File: config.mk
export PLATFORM = sky130hd
export DESIGN_NAME = mem_arbiter
export DESIGN_NICKNAME = d
export VERILOG_FILES = /design/src/rtl/mem_arbiter.sv
export SDC_FILE = /design/constraint.sdc
export NUM_CORES = 1
export LEC_CHECK = 0
export BUFFER_PORTS_ARGS = -buffer_cell sky130_fd_sc_hd__buf_4
export CAP_MARGIN = 20
export CORE_UTILIZATION = 30
export DETAILED_ROUTE_END_ITERATION = 8
export HOLD_SLACK_MARGIN = 0.05
export SLEW_MARGIN = 20
export SYNTH_ARGS = -nofsm -noshare
export SYNTH_HDL_FRONTEND = slang
export SYNTH_SLANG_ARGS = --single-unit
File: constraint.sdc
create_clock -name clock -period 2.1 [get_ports clock]
set_input_delay 0.315 -clock clock [delete_from_list [all_inputs] [get_ports clock]]
set_output_delay 0.315 -clock clock [all_outputs]
set_load 0.01 [all_outputs]
File: src/rtl/mem_arbiter.sv
// Single-port memory arbiter: data has fixed priority, fetch gets a bounded-starvation
// override, and the data side can lock the memory for atomic sequences with a timeout.
module mem_arbiter #(
   parameter int ADDR_W     = 5,
   parameter int DATA_W     = 16,
   parameter int STARVE_MAX = 3,
   parameter int LOCK_MAX   = 8
) (
   input  logic              clock,
   input  logic              reset_n,
   input  logic              if_req,
   input  logic [ADDR_W-1:0] if_addr,
   output logic              if_gnt,
   output logic              if_valid,
   output logic [DATA_W-1:0] if_rdata,
   input  logic              dm_req,
   input  logic              dm_we,
   input  logic              dm_lock,
   input  logic [ADDR_W-1:0] dm_addr,
   input  logic [DATA_W-1:0] dm_wdata,
   output logic              dm_gnt,
   output logic              dm_valid,
   output logic [DATA_W-1:0] dm_rdata,
   output logic              mem_en,
   output logic              mem_we,
   output logic [ADDR_W-1:0] mem_addr,
   output logic [DATA_W-1:0] mem_wdata,
   input  logic [DATA_W-1:0] mem_rdata,
   output logic              lock_err
);

   localparam int WAIT_W = $clog2(STARVE_MAX + 1);
   localparam int LCNT_W = (LOCK_MAX > 1) ? $clog2(LOCK_MAX) : 1;

   typedef enum logic [1:0] {WIN_NONE, WIN_IF, WIN_DM} win_t;

   logic              if_gnt_reg, if_gnt_next;
   logic              dm_gnt_reg, dm_gnt_next;
   logic              mem_en_reg, mem_en_next;
   logic              mem_we_reg, mem_we_next;
   logic [ADDR_W-1:0] mem_addr_reg, mem_addr_next;
   logic [DATA_W-1:0] mem_wdata_reg, mem_wdata_next;
   logic              pend_if_reg, pend_if_next;
   logic              pend_dm_reg, pend_dm_next;
   logic [WAIT_W-1:0] if_wait_reg, if_wait_next;
   logic              lock_active_reg, lock_active_next;
   logic [LCNT_W-1:0] lock_cnt_reg, lock_cnt_next;
   logic              lock_err_reg, lock_err_next;

   logic if_elig, dm_elig, starved, lock_timeout;
   win_t winner;

   always_comb begin
      if_elig      = if_req && !if_gnt_reg && !lock_active_reg;
      dm_elig      = dm_req && !dm_gnt_reg;
      starved      = if_elig && (if_wait_reg == WAIT_W'(STARVE_MAX));
      lock_timeout = lock_active_reg && (lock_cnt_reg == LCNT_W'(LOCK_MAX - 1));

      winner = WIN_NONE;
      if (dm_elig && !starved)
         winner = WIN_DM;
      else if (if_elig)
         winner = WIN_IF;

      if_gnt_next    = (winner == WIN_IF);
      dm_gnt_next    = (winner == WIN_DM);
      mem_en_next    = (winner != WIN_NONE);
      mem_we_next    = (winner == WIN_DM) && dm_we;
      mem_addr_next  = mem_addr_reg;
      mem_wdata_next = mem_wdata_reg;
      if (winner == WIN_IF) begin
         mem_addr_next = if_addr;
      end else if (winner == WIN_DM) begin
         mem_addr_next  = dm_addr;
         mem_wdata_next = dm_wdata;
      end

      // A grant in this cycle means the memory sees the command now; data returns next cycle.
      pend_if_next = if_gnt_reg;
      pend_dm_next = dm_gnt_reg && !mem_we_reg;

      // Fetch counts every edge it is waiting and loses, including while locked out.
      if_wait_next = if_wait_reg;
      if ((winner == WIN_IF) || !if_req)
         if_wait_next = '0;
      else if (!if_gnt_reg && (if_wait_reg != WAIT_W'(STARVE_MAX)))
         if_wait_next = if_wait_reg + WAIT_W'(1);

      lock_active_next = lock_active_reg;
      lock_cnt_next    = lock_active_reg ? lock_cnt_reg + LCNT_W'(1) : '0;
      lock_err_next    = lock_err_reg;
      if (lock_timeout) begin
         lock_active_next = 1'b0;
         lock_cnt_next    = '0;
         lock_err_next    = 1'b1;
      end else if (winner == WIN_DM) begin
         lock_active_next = dm_lock;
         if (!dm_lock)
            lock_cnt_next = '0;
      end
   end

   always_ff @(posedge clock) begin
      if (!reset_n) begin
         if_gnt_reg      <= 1'b0;
         dm_gnt_reg      <= 1'b0;
         mem_en_reg      <= 1'b0;
         mem_we_reg      <= 1'b0;
         mem_addr_reg    <= '0;
         mem_wdata_reg   <= '0;
         pend_if_reg     <= 1'b0;
         pend_dm_reg     <= 1'b0;
         if_wait_reg     <= '0;
         lock_active_reg <= 1'b0;
         lock_cnt_reg    <= '0;
         lock_err_reg    <= 1'b0;
      end else begin
         if_gnt_reg      <= if_gnt_next;
         dm_gnt_reg      <= dm_gnt_next;
         mem_en_reg      <= mem_en_next;
         mem_we_reg      <= mem_we_next;
         mem_addr_reg    <= mem_addr_next;
         mem_wdata_reg   <= mem_wdata_next;
         pend_if_reg     <= pend_if_next;
         pend_dm_reg     <= pend_dm_next;
         if_wait_reg     <= if_wait_next;
         lock_active_reg <= lock_active_next;
         lock_cnt_reg    <= lock_cnt_next;
         lock_err_reg    <= lock_err_next;
      end
   end

   assign if_gnt    = if_gnt_reg;
   assign dm_gnt    = dm_gnt_reg;
   assign mem_en    = mem_en_reg;
   assign mem_we    = mem_we_reg;
   assign mem_addr  = mem_addr_reg;
   assign mem_wdata = mem_wdata_reg;
   assign if_valid  = pend_if_reg;
   assign dm_valid  = pend_dm_reg;
   assign if_rdata  = mem_rdata;
   assign dm_rdata  = mem_rdata;
   assign lock_err  = lock_err_reg;

endmodule
==> Word level (Yosys, flattened, before mapping) <==
Cells that the tools add are included.
{ "op_classes": {"add_sub_neg": 2, "n_shift": 0, "mul": 0, "n_div": 0, "order_cmp": 0, "n_mux": 7, "bitwise": 2, "n_eq_ne": 5, "reduce_logical": 21} }
{ "op_table": {"columns": ["op", "count"], "rows": [
  ["two-way mux 5 bit", 2],
  ["logical AND 1 bit", 9],
  ["two-way mux 3 bit", 3],
  ["zero test 1 bit", 6],
  ["equality test 2 bit (second input constant)", 2],
  ["nonzero test 2 bit", 2],
  ["OR reduction 2 bit", 2],
  ["adder 3 x 1 -> 3 bit (second input constant)", 1],
  ["equality test 3 bit (second input constant)", 1],
  ["adder 2 x 1 -> 2 bit (second input constant)", 1],
  ["equality test 2 x 1 -> 1 bit (second input constant)", 1],
  ["two-way mux 2 bit", 1],
  ["!= test 2 bit (second input constant)", 1],
  ["inverter 1 bit", 2],
  ["AND reduction 2 bit", 1],
  ["logical OR 1 bit", 1],
  ["two-way mux 1 bit", 1]
]} }
{ "word_totals": {"output_inout_bits": 60, "memories": 0, "ram_bits": 0, "inputBits": 48, "latchBits": 0, "rom_bits": 0, "ff_bits": 34} }

==> Depth between registers and ports, before layout <==
Gate-level depths: netlist of the first run.
{ "logic_depth": {"ltp_word": 10, "ltp_mapped": 6, "ltp_nobuf": 4} }

==> Worst setup path before layout of the first run <==
No wires, ideal clock.
{ "synth_timing": {"kind": "register to register", "start": "reg if_wait_reg[0]", "end": "reg mem_addr_reg[3], in the netlist mem_addr[3]", "arrival_time_ns": 1.240, "period_less_slack_ns": 1.366, "stages_incl_launch_ff": 5, "n_path_buf": 0, "slack_ns": 0.734, "path_cell_list": "dfxtp_1 ha_1 or3b_2 o21ai_0 a211oi_2"} }
{ "synth_between": {"elab_chain_cells": 7, "elab_cells_between_ends": 9} }
{ "synth_rtl": {"columns": ["element", "line_no", "rtl"], "rows": [
  ["from (decl)", "45", "logic [WAIT_W-1:0] if_wait_reg, if_wait_next;"],
  ["from (signal assigned)", "126", "if_wait_reg <= if_wait_next;"],
  ["equality test 2 bit *", "56", "starved = if_elig && (if_wait_reg == WAIT_W'(STARVE_MAX));"],
  ["logical AND 1 bit *", "56", null],
  ["zero test 1 bit *", "60", "if (dm_elig && !starved)"],
  ["logical AND 1 bit *", "60", null],
  ["two-way mux 2 bit *", "60", null],
  ["equality test 2 x 1 -> 1 bit / equality test 2 bit (equally long branches)", "71, 73", null],
  ["two-way mux 5 bit / nonzero test 2 bit (equally long branches)", null, null],
  ["to (signal assigned)", "122", "mem_addr_reg <= mem_addr_next;"],
  ["to (decl)", "41", "logic [ADDR_W-1:0] mem_addr_reg, mem_addr_next;"]
]} }
Mark *: on every way between the ends. The rest lies on a longest branch, timed or not.
A chain may end at the register's enable or synchronous reset.

==> Worst setup path after layout of the first run <==
{ "layout_timing": {"start": "reg if_wait_reg[0]", "end": "reg lock_active_reg"} }
{ "layout_between": {"elab_chain_cells": 6} }
{ "layout_rtl": {"columns": ["element", "line_no", "rtl"], "rows": [
  ["equality test 2 bit", "56", null],
  ["logical AND 1 bit", "56", null],
  ["zero test 1 bit", "60", null],
  ["logical AND 1 bit", "60", null],
  ["two-way mux 2 bit", "60", null],
  ["equality test 2 bit", "96", "end else if (winner == WIN_DM) begin"],
  ["to (signal assigned)", "127", "lock_active_reg <= lock_active_next;"],
  ["to (decl)", "46", "logic lock_active_reg, lock_active_next;"]
]} }
No other way between the ends.

==> run_results.csv, run 1 <==
group,metric,value,unit
yosys,synth_compound_area_share,17.80,%
floorplanning,die_x,77.92,um
route,drtIter0Drc,94,
yosys,synth_top_area_share,39.36,%
yosys,syn_area_per_cell,9.501,um2
route,wl_met3,283,um
power_and_ir_drop,ir_drop,0.3678,mV
sta,rsz0062_at_grt,"false",
run_status,status,"complete, no violations",
worst_setup_path,path_max_fanout,19,
yosys,yosysUniqueCellTypes,35,
cts,clk_pin_slew,70,ps
yosys,syn_area,1729,um2
route,wl_met1,1644,um
sta,setup_slack,571.9,ps
finish,drive_gt1_share,47.62,%
worst_setup_path,critPathKind,"reg2reg",
global_route,gr-total-overflow,0,
sta,finalCritPeriodShare,72.77,%
cts,cts_tree,"yes",
sta,drv_slew,0,
floorplanning,dieArea,6072,um2
placed_design,dp_hpwl,2877,um
global_route,grt_pass1_vias,1242,
cts,cts-htree-levels,2,
yosys,synth_fa_ha_area_share,2.171,%
placed_design,gp_congestion,0.6989,
finish,largest_register_ffs,16,
route,met2WireLength,1842,um
cts,clkLatencyLatePin,280,ps
cts,clock_path_buffers,2,
yosys,muxShareOfSynthArea,2.315,%
route,totalWireLength,3817,um
sta,skew,2.110,ps
route,post_drt_via_cell_ratio,4.716,
yosys,ys_seq_area_share,39.36,%
sta,fin_crit,1528,ps
finish,fillers,598,
sta,fin_tns_setup,0,ps
floorplanning,num_rows,27,
yosys,async_flop_share,0,%
global_route,grt_max_degree,26,
power_and_ir_drop,leakagePower,0.8677,nW
yosys,synth_warnings,0,
route,ant_nets,0,
finish,antennaDiodeCount,0,
global_route,grt_pass1_wl,6009,um
sta,setup_viol,0,
finish,area_growth,20.55,%
worst_hold_path,worstHoldPathType,"in2reg",
floorplanning,coreArea,5540,um2
worst_setup_path,cp-start-kind,"flip-flop",
sta,finalHoldViolCount,0,
route,dr_total_vias,1330,
yosys,yosys.area_share.simple,18.67,%
worst_setup_path,endpoint_kind,"flip-flop",
worst_setup_path,crit_arrival,1710,ps
yosys,synth_top_flop_cell,"dfxtp_1",
route,dr.max_layer_used,"met4",
sta,slew_headroom,64.82,%
yosys,synth_area_leader_cell,"dfxtp_1",
yosys,synth_top_family_by_area,"buffers and inverters",
cts,ctsHoldBuffers,0,
yosys,syn_nets,233,
route,dr.pass1.iters,4,
cts,ctsResizeCount,0,
cts,root_buffer,"clkbuf_8",
cts,tritoncts.num_buffers,5,
yosys,ys_ff_latch,34,
yosys,yosys-top-cells-count,"buf_4 (36), dfxtp_1 (34), nand3_1 (19)",
power_and_ir_drop,powerDensity,726.6,nW/um2
yosys,synth_most_common_cell,"buf_4",
yosys,ys_top_cells_by_area,"dfxtp_1 (39%), buf_4 (16%), nand3_1 (5.5%), o21ai_2 (4.6%), a21oi_2 (4.1%)",
finish,fin_nets,260,
yosys,synth-edff-count,0,
cts,clock-sinks,34,
sta,max_slew.worst_pin.slew,526.9,ps
worst_setup_path,crit_required,2280,ps
flow_run,cap_violations,0,
floorplanning,ios,108,
placed_design,dpl_worst_slack,580.7,ps
floorplanning,die_h,77.92,um
global_route,antenna_found_initial,0,
route,wl_per_cell,13.54,um
yosys,syn_inst,182,
global_route,track_usage,13.01,%
sta,fmax,654.4,MHz
yosys,synth_xor_area_share,0.5065,%
route,post-route-drc-count,0,
placed_design,io_buffers,59,
cts,cts_setup_buffers,0,
floorplanning,initial_core_util,31.21,%
==> stage by stage <==
step | util, % | instances | hold slack [ps] | instance area [um2] | total power, mW
finish | 37.62 | 282 | 232.6 | 2085 | 1.515
global route | 37.62 | 282 | 227.7 | 2085 | 1.599
CTS | 37.62 | 282 | 225.1 | 2085 | 1.536
detailed placement | 35.64 | 274 | 436.0 | 1974 | 0.9752
global placement | 35.64 | 274 | 425.3 | 1974 | 0.9728
floorplan | - | 182 | 407.2 | 1729 | 0.9155
==> worst paths after layout <==
check / start / endpoint / slack (ps) / depth (start not counted)
max: if_wait_reg[0] / lock_active_reg / 570 / 5
min: dm_we / mem_we / 230 / 2
max reg2reg: if_wait_reg[0] / lock_active_reg / 570 / 5
min reg2reg: lock_cnt_reg[0] / lock_cnt_reg[0] / 440 / 1
==> worst max-delay path, cell delays in order, from the launching register on <==
cell and delay [ps]:
dfxtp_1 350, ha_1 240, and4bb_1 210, buf_4 270
nor3_4 80, a2111oi_2 270
==> area by class of cell <==
cell class / instances / area, um2 / share of cell area [%]
Clock buffer: 8 / 110.1 / 5.282
Inverter: 1 / 3.754 / 0.1801
Multi-Input combinational cell: 103 / 719.4 / 34.51
Sequential cell: 34 / 680.7 / 32.65
Tap cell: 72 / 90.09 / 4.322
Timing Repair Buffer: 64 / 480.5 / 23.05
==> where the power goes <==
group          switching (mW)  internal (mW)
combinational           0.118          0.129
clock                   0.227          0.331
sequential             0.0269          0.683
==> metal layers <==
metal / up-vias / global-route usage, %
met5: - / 0
li1: 666 / -
met4: 0 / 5.185
met2: 43 / 20.62
met1: 612 / 16.47
met3: 9 / 3.882
==> cell families after synthesis <==
| group | after synthesis |
|---|---|
| AOI/OAI and AO/OA | 43 |
| muxes | 4 |
| buffers and inverters | 45 |
| adders and majority gates | 3 |
| xor gates and xnor gates | 1 |
| DFF | 34 |
| and+or+nand+nor | 52 |
==> placed cells by master, fill, tap and decap left out, types with 3 or more instances in the layout <==
cell      synthesis  routed
a21oi_1          11      11
a21oi_2           8       8
buf_4            36      64
clkbuf_8          0       8
dfxtp_1          34      34
ha_1              3       3
mux2i_1           4       4
nand2_1           3       3
nand3_1          19      19
nor2_1            3       3
nor3_1           10      10
o21ai_0           3       3
o21ai_1           7       7
o21ai_2           9       9
No activity file was read; power rests on OpenSTA's default activity.
==> inputs of run 2 (changes only) <==
==> constraint.sdc (replaced) <==
create_clock -name clock -period 1.4 [get_ports clock]
set_input_delay 0.21 -clock clock [delete_from_list [all_inputs] [get_ports clock]]
set_output_delay 0.21 -clock clock [all_outputs]
set_load 0.01 [all_outputs]
==> run 2 against run 1 <==
First-iteration DRC count shrank 48%. Register-to-register slack got worse by 540 ps. Combinational power rose by 66%. Clock power increased by 28%. Sequential power up 49%. Count of clock-buffer cells in the layout shrank 2.
==> run_results.csv, run 2 (synthesis gave the netlist of run 1 again) <==
group,metric,value,unit
cts,clk_pin_slew,60,ps
global_route,gr-total-overflow,0,
floorplanning,ios,108,
worst_setup_path,crit_arrival,1560,ps
placed_design,io_buffers,59,
worst_hold_path,worstHoldPathType,"in2reg",
floorplanning,dieArea,6072,um2
finish,fin_nets,272,
sta,fin_tns_setup,0,ps
placed_design,gp_congestion,0.6891,
worst_setup_path,regToRegEndpoint,"if_wait_reg[0]",
cts,root_buffer,"clkbuf_8",
route,wl_per_cell,13.70,um
cts,cts_tree,"yes",
global_route,grt_pass1_vias,1369,
worst_setup_path,slowest_stage,"dfxtp_2",
power_and_ir_drop,leakagePower,0.9187,nW
cts,ctsHoldBuffers,0,
worst_hold_path,min_path_cells,2,
power_and_ir_drop,ir_drop,0.3031,mV
route,dr_total_vias,1362,
cts,clock_path_buffers,2,
sta,setup_viol,0,
sta,finalHoldViolCount,0,
route,totalWireLength,4001,um
worst_setup_path,cp-start-kind,"flip-flop",
worst_setup_path,ff2ff_setup_slack,40,ps
placed_design,dpl_worst_slack,-23.38,ps
cts,clkLatencyLatePin,280,ps
floorplanning,coreArea,5540,um2
run_status,status,"complete, no violations",
sta,finalCritPeriodShare,97.46,%
finish,antennaDiodeCount,0,
cts,clock-sinks,34,
finish,final_cell_mix,"buf_4 (74), dfxtp_1 (32), nand3_1 (19), a21oi_1 (11), o21ai_1 (10)",
worst_setup_path,slowest_delay,340,ps
route,post-route-drc-count,0,
worst_setup_path,endpoint_kind,"flip-flop",
cts,cts-htree-levels,2,
route,post_drt_via_cell_ratio,4.664,
worst_setup_path,reg2regPathDepth,6,
global_route,antenna_found_initial,0,
finish,largest_register_ffs,16,
floorplanning,die_x,77.92,um
finish,final_area,2193,um2
cts,tritoncts.num_buffers,5,
finish,layout_commonest_cell,"buf_4",
sta,skew,2.328,ps
finish,area_growth,26.84,%
sta,setup_slack,35.51,ps
placed_design,placed_cell_area,2054,um2
finish,drive_gt1_share,53.18,%
worst_setup_path,crit_chain,"ha_4 -> buf_4 -> nor3b_2 -> buf_4 -> nor2_1 -> nor3_1",
placed_design,dp_hpwl,2832,um
sta,fmax,732.9,MHz
sta,max_slew.worst_pin.slew,360.9,ps
sta,slew_headroom,75.89,%
worst_setup_path,regToRegStartpoint,"if_wait_reg[1]",
global_route,grt_max_degree,16,
worst_setup_path,critPathKind,"reg2reg",
worst_hold_path,holdPathEnd,"mem_we",
floorplanning,initial_core_util,31.21,%
sta,drv_slew,0,
global_route,grt_pass1_wl,6513,um
power_and_ir_drop,powerDensity,997.7,nW/um2
worst_setup_path,crit_top_cell,"buf_4",
flow_run,cap_violations,0,
worst_setup_path,crit_required,1600,ps
route,ant_nets,0,
sta,fin_crit,1364,ps
worst_setup_path,path_max_fanout,5,
route,dr.pass1.iters,4,
route,drtIter0Drc,49,
floorplanning,die_h,77.92,um
global_route,track_usage,14.13,%
floorplanning,num_rows,27,
worst_hold_path,min_from,"dm_we",
-- run 2: metrics by stage --
stage	power [mW]	util (%)	hold WS (ps)	cells
final	2.188	39.59	128.9	292
after global routing	2.317	39.59	121.4	292
after CTS	2.218	38.69	117.7	289
after detailed placement	1.482	37.08	417.5	283
after global placement	1.478	37.08	410.3	283
after floorplan	1.373	-	328.3	182
-- run 2: where the power goes --
part	internal (mW)	leakage, nW	switching [mW]	total (mW)
Clock	0.379	0.0431	0.336	0.715
Sequential	1.02	0.280	0.0371	1.06
Combinational	0.221	0.595	0.190	0.411
Total	1.62	0.919	0.564	2.19
-- run 2: critical path: cells and delay by family, from the launching register on --
kind | cells | cell delay, ps
fa+ha+maj | 1 | 160
buf+inv | 2 | 320
flops | 1 | 340
simple gates | 3 | 460
-- run 2: timing repair --
action / 4_1_cts / 5_1_grt
pin swaps: 1 / 3
setup endpoints to repair: 5 / 25
gates resized for setup: 4 / 9
setup buffers: 0 / 3
hold endpoints to repair: 0 / 0
-- run 2: layer usage --
layer,vias up,wire length (um),GRT usage [%]
met5,-,0,0
li1,686,-,-
met3,12,279,5.059
met4,0,70,7.407
met1,623,1817,17.26
met2,41,1834,21.68
-- run 2: area by class of cell --
class,count,area (um2)
inverters,1,3.754
multi-input cells,103,747.0
flip-flops and latches,34,683.2
repair buffers,76,586.8
fillers,594,3347
well taps,72,90.09
clock buffers,6,82.58
-- run 2: worst max path at each step --
stage                         start              to  cells after the start
detailed placement   if_wait_reg[0]     mem_addr[3]                      4
finish               if_wait_reg[1]  if_wait_reg[0]                      6
floorplan            if_wait_reg[0]     mem_addr[3]                      4
CTS                 lock_active_reg     mem_addr[2]                      3
global route         if_wait_reg[1]  if_wait_reg[1]                      6
global placement     if_wait_reg[0]     mem_addr[4]                      4
==> inputs of run 3 (changes only) <==
--- a/config.mk
+++ b/config.mk
@@ -8,8 +8,11 @@
 export BUFFER_PORTS_ARGS = -buffer_cell sky130_fd_sc_hd__buf_4
 export CAP_MARGIN = 20
 export CORE_UTILIZATION = 30
+export CTS_CLUSTER_DIAMETER = 40
 export DETAILED_ROUTE_END_ITERATION = 8
 export HOLD_SLACK_MARGIN = 0.05
+export MAX_ROUTING_LAYER = met4
+export PLACE_DENSITY = 0.65
 export SLEW_MARGIN = 20
 export SYNTH_ARGS = -nofsm -noshare
 export SYNTH_HDL_FRONTEND = slang
==> run 3 against run 2 <==
Register-to-register slack improved by 20 ps. Largest cell class unchanged. Sequential power about the same. Via count about the same. Final cell count decreased by 0.68%. Critical path type unchanged.
==> run_results.csv, run 3 (synthesis gave the netlist of run 1 again) <==
group,metric,value,unit
run_status,status,"complete, no violations",
worst_setup_path,path_delay_family,"simple AND/OR/NAND/NOR gates",
finish,layout_commonest_cell,"buf_4",
placed_design,dp_hpwl,2768,um
sta,fin_crit,1345,ps
route,post-route-drc-count,0,
sta,finalCritPeriodShare,96.07,%
floorplanning,die_h,77.92,um
placed_design,gp_congestion,0.7572,
sta,finalHoldViolCount,0,
global_route,gr-total-overflow,0,
placed_design,placed_cells,282,
power_and_ir_drop,powerDensity,1013,nW/um2
route,wl_per_cell,13.55,um
sta,drv_slew,0,
floorplanning,coreArea,5540,um2
worst_setup_path,crit_chain,"ha_4 -> and4bb_1 -> buf_12 -> nor3_2 -> and2_1",
sta,max_slew.worst_pin.slew,374.7,ps
route,dr.pass1.iters,4,
sta,fmax,743.5,MHz
worst_hold_path,holdPathEnd,"mem_we",
placed_design,io_buffers,59,
global_route,grt_pass1_wl,5975,um
worst_setup_path,critPathBufInv,1,
placed_design,dpl_worst_slack,-22.81,ps
worst_setup_path,slowest_stage,"dfxtp_2",
global_route,track_usage,13.37,%
worst_setup_path,crit_required,1580,ps
cts,root_buffer,"clkbuf_8",
floorplanning,initial_core_util,31.21,%
floorplanning,num_rows,27,
cts,cts-htree-levels,2,
worst_setup_path,slowest_delay,350,ps
finish,fin_util,39.70,%
power_and_ir_drop,leakagePower,0.9128,nW
route,post_drt_via_cell_ratio,4.693,
finish,stdcell_count,290,
worst_hold_path,min_from,"dm_we",
sta,setup_viol,0,
worst_setup_path,cp-start-kind,"flip-flop",
cts,cts_tree,"yes",
finish,antennaDiodeCount,0,
finish,largest_register_ffs,16,
worst_setup_path,regToRegStartpoint,"if_wait_reg[1]",
floorplanning,ios,108,
worst_setup_path,crit_arrival,1530,ps
finish,area_growth,27.21,%
cts,clk_pin_slew,70,ps
worst_setup_path,critPathKind,"reg2reg",
finish,drive_gt1_share,51.38,%
finish,fin_nets,268,
floorplanning,dieArea,6072,um2
route,drtIter0Drc,67,
worst_setup_path,path_max_fanout,18,
cts,cts_setup_buffers,0,
sta,slew_headroom,74.96,%
global_route,antenna_found_initial,0,
finish,final_cell_mix,"buf_4 (67), dfxtp_1 (32), nand3_1 (19), a21oi_1 (11), o21ai_1 (10)",
worst_setup_path,reg2regPathDepth,5,
power_and_ir_drop,ir_drop,0.4002,mV
flow_run,cap_violations,0,
worst_setup_path,regToRegEndpoint,"mem_we",
cts,clock_path_buffers,2,
floorplanning,die_x,77.92,um
global_route,grt_max_degree,21,
sta,skew,4.479,ps
worst_setup_path,ff2ff_setup_slack,50,ps
cts,clkLatencyLatePin,290,ps
worst_hold_path,min_path_cells,2,
route,ant_nets,0,
worst_setup_path,endpoint_kind,"flip-flop",
sta,setup_slack,54.98,ps
cts,tritoncts.num_buffers,5,
route,dr_total_vias,1361,
route,totalWireLength,3930,um
worst_hold_path,worstHoldPathType,"in2reg",
global_route,grt_pass1_vias,1271,
cts,clock-sinks,34,
-- run 3: changes by cell type in the layout (fill, tap and decap cells not counted), sizes merged --
cell    change
buf         -4
clkbuf      +1
clkinv      +1
-- run 3: timing repair --
item,CTS,global route
hold buffers,0,0
pin swaps,1,3
gates resized for setup,3,9
endpoints found under the hold margin,0,0
endpoints found under the setup margin,3,24
-- run 3: layout make-up --
cell class	count	area (um2)
fillers	573	3341
multi-input cells	103	745.7
flip-flops and latches	34	683.2
repair buffers	72	585.6
well taps	72	90.09
clock buffers	7	86.33
clock inverters	1	5.005
inverters	1	3.754
-- run 3: power breakdown --
group	switching [mW]	internal [mW]
registers	0.0368	1.02
logic	0.190	0.224
clock network	0.357	0.397
-- run 3: how the worst max path moves through the flow --
stage / from / endpoint / depth (start not counted)
after detailed placement: if_wait_reg[0] / mem_addr[4] / 4
final: if_wait_reg[1] / mem_we / 5
after global routing: if_wait_reg[0] / mem_addr[0] / 6
after floorplan: if_wait_reg[0] / mem_addr[3] / 4
after CTS: if_wait_reg[0] / mem_addr[0] / 4
after global placement: if_wait_reg[0] / mem_addr[4] / 4
-- run 3: routing by layer --
layer / wire (um) / global-route usage (%) / vias to the layer above / part of all wire [%]
met5: 0 / - / - / 0
met4: 70 / 7.407 / 0 / 1.8
met3: 248 / 3.412 / 7 / 6.3
met2: 1828 / 20.35 / 42 / 47
met1: 1783 / 16.09 / 635 / 45
li1: - / - / 677 / -
-- run 3: per-stage QoR --
stage | power, mW | instance area, um2 | setup TNS [ps] | hold WS, ps
after global routing | 2.354 | 2200 | -31.16 | 123.8
after detailed placement | 1.489 | 2072 | -53.92 | 420.1
after CTS | 2.258 | 2163 | 0 | 121.3
after global placement | 1.484 | 2072 | 0 | 420.1
final | 2.229 | 2200 | 0 | 131.6
after floorplan | 1.373 | 1729 | 0 | 328.3
-- run 3: worst reg2reg max path: cells and delay by family, from the launching register on --
| family | cells | cell delay (ps) |
|---|---|---|
| buf+inv | 1 | 200 |
| fa+ha+maj | 1 | 150 |
| flops | 1 | 350 |
| simple gates | 3 | 530 |
